**src/rtl/pe_conv_ctrl.sv**
```systemverilog
// pe_conv_ctrl: sequencer for a 5x5-kernel PE; walks oc->ic->row->col and times psum/relu/quant/write sidebands
module pe_conv_ctrl #(
    parameter int OUT_W  = 28,
    parameter int OUT_H  = 28,
    parameter int IN_CH  = 1,
    parameter int OUT_CH = 6,
    parameter int AW     = 10
) (
    input  logic          clk,
    input  logic          rst,
    input  logic          start,
    input  logic          hold,
    output logic          busy,
    output logic          done,
    output logic          issue_v,
    output logic [4:0]    if_row,
    output logic [4:0]    if_col,
    output logic [3:0]    ic_idx,
    output logic [3:0]    oc_idx,
    output logic [AW-1:0] psum_rd_addr,
    output logic          psum_zero,
    output logic          relu_en,
    output logic          quan_en,
    output logic          out_we,
    output logic          out_final,
    output logic [AW-1:0] out_addr
);
    typedef enum logic [1:0] {IDLE, RUN, DRAIN, FIN} state_t;
    state_t state;
    logic drain_cnt;
    logic col_last, row_last, ic_last, oc_last, pix_last, last;
    logic v1, fin1, first1, v2, fin2;
    logic [AW-1:0] a1, a2;
    assign col_last = if_col == 5'(OUT_W - 1);
    assign row_last = if_row == 5'(OUT_H - 1);
    assign ic_last  = ic_idx == 4'(IN_CH - 1);
    assign oc_last  = oc_idx == 4'(OUT_CH - 1);
    assign pix_last = col_last && row_last;
    assign last     = pix_last && ic_last && oc_last;
    assign issue_v   = (state == RUN) && !hold;
    assign busy      = (state == RUN) || (state == DRAIN);
    assign done      = state == FIN;
    assign psum_zero = v1 && first1;
    assign out_we    = v2;
    assign out_final = v2 && fin2;
    assign relu_en   = out_final;
    assign quan_en   = out_final;
    assign out_addr  = v2 ? a2 : '0;
    // Control FSM and loop counters; psum_rd_addr tracks row*OUT_W+col incrementally
    always_ff @(posedge clk or posedge rst) begin
        if (rst) begin
            state        <= IDLE;
            drain_cnt    <= 1'b0;
            if_row       <= '0;
            if_col       <= '0;
            ic_idx       <= '0;
            oc_idx       <= '0;
            psum_rd_addr <= '0;
        end else begin
            case (state)
                IDLE: state <= start ? RUN : IDLE;
                RUN: if (issue_v) begin
                    if_col       <= col_last ? '0 : if_col + 5'd1;
                    psum_rd_addr <= pix_last ? '0 : psum_rd_addr + 1'b1;
                    if (col_last) if_row <= row_last ? '0 : if_row + 5'd1;
                    if (pix_last) ic_idx <= ic_last ? '0 : ic_idx + 4'd1;
                    if (pix_last && ic_last) oc_idx <= oc_last ? '0 : oc_idx + 4'd1;
                    if (last) begin
                        state     <= DRAIN;
                        drain_cnt <= 1'b0;
                    end
                end
                DRAIN: begin
                    drain_cnt <= 1'b1;
                    state     <= drain_cnt ? FIN : DRAIN;
                end
                default: state <= IDLE;
            endcase
        end
    end
    // Two-stage sideband pipe aligning psum select and the write with the PE result
    always_ff @(posedge clk or posedge rst) begin
        if (rst) begin
            v1     <= 1'b0;
            fin1   <= 1'b0;
            first1 <= 1'b0;
            a1     <= '0;
            v2     <= 1'b0;
            fin2   <= 1'b0;
            a2     <= '0;
        end else begin
            v1     <= issue_v;
            fin1   <= ic_last;
            first1 <= ic_idx == '0;
            a1     <= psum_rd_addr;
            v2     <= v1;
            fin2   <= fin1;
            a2     <= a1;
        end
    end
endmodule
```
**config.mk**
```make
export PLATFORM = sky130hd
export DESIGN_NAME = pe_conv_ctrl
export DESIGN_NICKNAME = d
export VERILOG_FILES = /design/src/rtl/pe_conv_ctrl.sv
export SDC_FILE = /design/constraint.sdc
export NUM_CORES = 1
export LEC_CHECK = 0
export CORE_ASPECT_RATIO = 1.75
export CORE_MARGIN = 4
export CORE_UTILIZATION = 25
export DETAILED_ROUTE_END_ITERATION = 10
export HOLD_SLACK_MARGIN = 0.05
export SETUP_SLACK_MARGIN = 0.5
export SLEW_MARGIN = 20
export SYNTH_ARGS = -nofsm -noshare
export SYNTH_HDL_FRONTEND = slang
export SYNTH_SLANG_ARGS = --single-unit
```
**constraint.sdc**
```tcl
create_clock -name clk -period 3.3 [get_ports clk]
set_clock_uncertainty 0.05 [all_clocks]
set_input_delay 0.33 -clock clk [delete_from_list [all_inputs] [get_ports clk]]
set_output_delay 0.33 -clock clk [all_outputs]
set_load 0.01 [all_outputs]
```
==> flow_metrics.env <==
export IMPL_hold_viol=0
export IMPL_netlist_instances=200
export IMPL_synth_fp_nets=214
export IMPL_clock_sinks=55
export IMPL_slew_headroom=0.511
export IMPL_period_share=0.793
export IMPL_syn_area_per_cell_um2=11.6
export IMPL_finalInstanceArea_mm2=0.00307
export IMPL_hold_class="reg -> reg"
export IMPL_clock_latency_ns=0.29
export IMPL_cts_hold_buffers_added=0
export IMPL_nNetsFinal=264
export IMPL_finalMaxSlewViolations=0
export IMPL_port_buffers=49
export IMPL_slowest_stage="clkdlybuf4s50_1"
export IMPL_numCtsBuffers=5
export IMPL_run_status="completed"
export IMPL_gr_total_overflow=0
export IMPL_drive_gt1_frac=0.0956
export IMPL_drt_iter0_markers=82
export IMPL_grt_pass1_wl_um=7970
export IMPL_cpMostUsedCell="inv_1"
export IMPL_via_per_inst=4.33
export IMPL_startpoint_type="flip-flop"
export IMPL_yosysWarnings=0
export IMPL_finalWirelength_um=4720
export IMPL_clock_root_buffer="clkbuf_16"
export IMPL_fmax_mhz=382
export IMPL_drc=0
export IMPL_holdWs_ns=0.298
export IMPL_die_area_mm2=0.0110
export IMPL_crit_type="reg -> out"
export IMPL_period_minus_slack_ns=2.62
export IMPL_area_delta_synth_final_pct=32.0
export IMPL_peakVddDrop_v=0.000359
export IMPL_synth_distinct_cells=37
export IMPL_post_cts_resized=0
export IMPL_gp_congestion=0.735
export IMPL_hpwl_um=3610
export IMPL_cp_cell_sequence="inv_1 -> ha_1 -> nand2b_1 -> inv_1 -> clkdlybuf4s50_1"
export IMPL_tns_ns=0
export IMPL_clkTransAtPathRegs_ns=0.07
export IMPL_dpl_cell_area_mm2=0.00293
export IMPL_antenna_found_initial=0
export IMPL_layout_commonest_cell="dfrtp_1"
export IMPL_grt_max_degree=34
export IMPL_setup_violations=0
export IMPL_antennaDiodeCount=0
export IMPL_drt_pre_antenna_iters=4
export IMPL_die_height_um=136
export IMPL_power_density_mw_per_mm2=580
export IMPL_p_leak_nw=1.39
export IMPL_ant_nets=0
export IMPL_rsz0062_at_grt="no"
export IMPL_synth_seq_area_share=0.592
export IMPL_max_stage_delay_ns=0.63
export IMPL_ys_seq_elements=55
export IMPL_cts_buffer_depth=2
export IMPL_h_tree_depth=2
export IMPL_worst_ep_required_time_ns=2.92
export IMPL_syn_cell_area_mm2=0.00233
export IMPL_fin_util=0.338
export IMPL_finalPower_w=0.00178
export IMPL_max_cap_violations=0
export IMPL_critPathMaxFanout=13
export IMPL_grt_usage=0.0941
export IMPL_critPathCaptureType="output port"
export IMPL_rows=46
export IMPL_wl_per_cell_um=12.7
export IMPL_die_w_um=80.9
export IMPL_final_cell_mix="55 x dfrtp_1, 49 x clkdlybuf4s50_1, 20 x nand2_1"
export IMPL_tritoncts="built"
export IMPL_core_area_mm2=0.00909
export IMPL_fill_cells=965
export IMPL_start_util=0.256
export IMPL_arrival_ns=2.24
export IMPL_grt_pass1_vias=1655
export IMPL_ios=50
export IMPL_tightest_slew_ns=0.734
export IMPL_vias=1607
export IMPL_cts_setup_buffers=0
## cell usage after synthesis
cell | number | area (um^2)
nand2b_1 | 2 | 12.5
and4b_1 | 4 | 40.0
buf_6 | 2 | 22.5
a21oi_1 | 4 | 20.0
xor2_1 | 7 | 61.3
and2_1 | 12 | 75.1
and3_1 | 1 | 6.26
a22oi_1 | 1 | 7.51
clkbuf_1 | 1 | 3.75
nand2_2 | 1 | 6.26
o21ai_1 | 1 | 5.00
a31oi_1 | 1 | 6.26
nor3_1 | 1 | 5.00
ha_1 | 10 | 125
buf_2 | 3 | 15.0
mux2_4 | 1 | 15.0
xnor2_1 | 3 | 26.3
a21o_1 | 1 | 7.51
nor4_1 | 1 | 6.26
dfrtp_1 | 55 | 1380
nand3_1 | 8 | 40.0
nor2b_1 | 1 | 6.26
inv_1 | 7 | 26.3
buf_4 | 3 | 22.5
nand4_1 | 7 | 43.8
nor3b_1 | 1 | 7.51
nand2_1 | 20 | 75.1
or3_1 | 1 | 6.26
and4_1 | 1 | 8.76
o21ai_0 | 10 | 50.1
nor4b_1 | 1 | 8.76
nand4b_1 | 1 | 8.76
nor2_1 | 16 | 60.1
mux2_2 | 7 | 78.8
o21ai_2 | 2 | 17.5
and4bb_2 | 1 | 12.5
mux2i_1 | 1 | 10.0
## per-layer routing
layer / share of wire / global-route usage
met1: 0.38 / 0.0970
met2: 0.56 / 0.175
met3: 0.039 / 0.0213
met4: 0.019 / 0.0423
met5: 0 / 0
## state kept, by name, indices dropped and copies added, names as in the netlist
signal        cells
first1            1
a1               10
out_we            1
oc_idx            4
ic_idx            4
state             2
v1                1
a2               10
fin2              1
drain_cnt         1
if_row            5
psum_rd_addr     10
if_col            5
## cells by family (layout without fill, tap and decap cells)
family	Yosys count	in the layout	share of synthesized area
XOR/XNOR	10	10	0.0377
AO/OA/AOI/OAI	20	20	0.0490
AND/OR/NAND/NOR	80	80	0.185
buffers and inverters	16	67	0.0387
adder cells (fa/ha/maj)	10	10	0.0538
flip-flops	55	55	0.592
multiplexers	9	9	0.0446
## path summary, 6_finish.rpt
check                                          start               endpoint  slack (ns)  cells after the start
worst max-delay path            state[1]$_DFFE_PP0P_                issue_v        0.68                      5
worst min-delay path                 a1[8]$_DFF_PP0_        a2[8]$_DFF_PP0_        0.30                      0
worst max register to register  state[1]$_DFFE_PP0P_  ic_idx[2]$_DFFE_PP0P_        1.10                      7
worst min register to register       a1[8]$_DFF_PP0_        a2[8]$_DFF_PP0_        0.30                      0
max in group asynchronous                        rst        a2[0]$_DFF_PP0_        2.10                      3
min in group asynchronous                        rst   state[0]$_DFFE_PP0P_        0.43                      2
## per-stage QoR
step                      worst slack (ns)  cells
after floorplan                       1.51    200
after global placement               0.879    363
after detailed placement             0.819    363
after CTS                            0.661    371
after global routing                 0.510    371
final                                0.685    371
## worst max-delay path, delay by kind of cell, from the launching register on
family	cells	cell delay, ns
simple gates	1	0.20
flops	1	0.43
buf+inv	3	1.09
fa+ha+maj	1	0.23
## where the power goes
group | switching, W | internal, W
clock network | 0.000236 | 0.000280
logic | 0.000172 | 0.000204
registers | 0.000112 | 0.000777
## layout make-up
type | instances | area (um^2) | area share
Inverter | 7 | 26.3 | 0.00856
Tap cell | 120 | 150 | 0.0489
Multi-Input combinational cell | 129 | 860 | 0.280
Clock inverter | 3 | 20.0 | 0.00652
Sequential cell | 55 | 1380 | 0.448
Timing Repair Buffer | 52 | 513 | 0.167
Clock buffer | 5 | 125 | 0.0407
No activity file was read; power rests on OpenSTA's default activity.
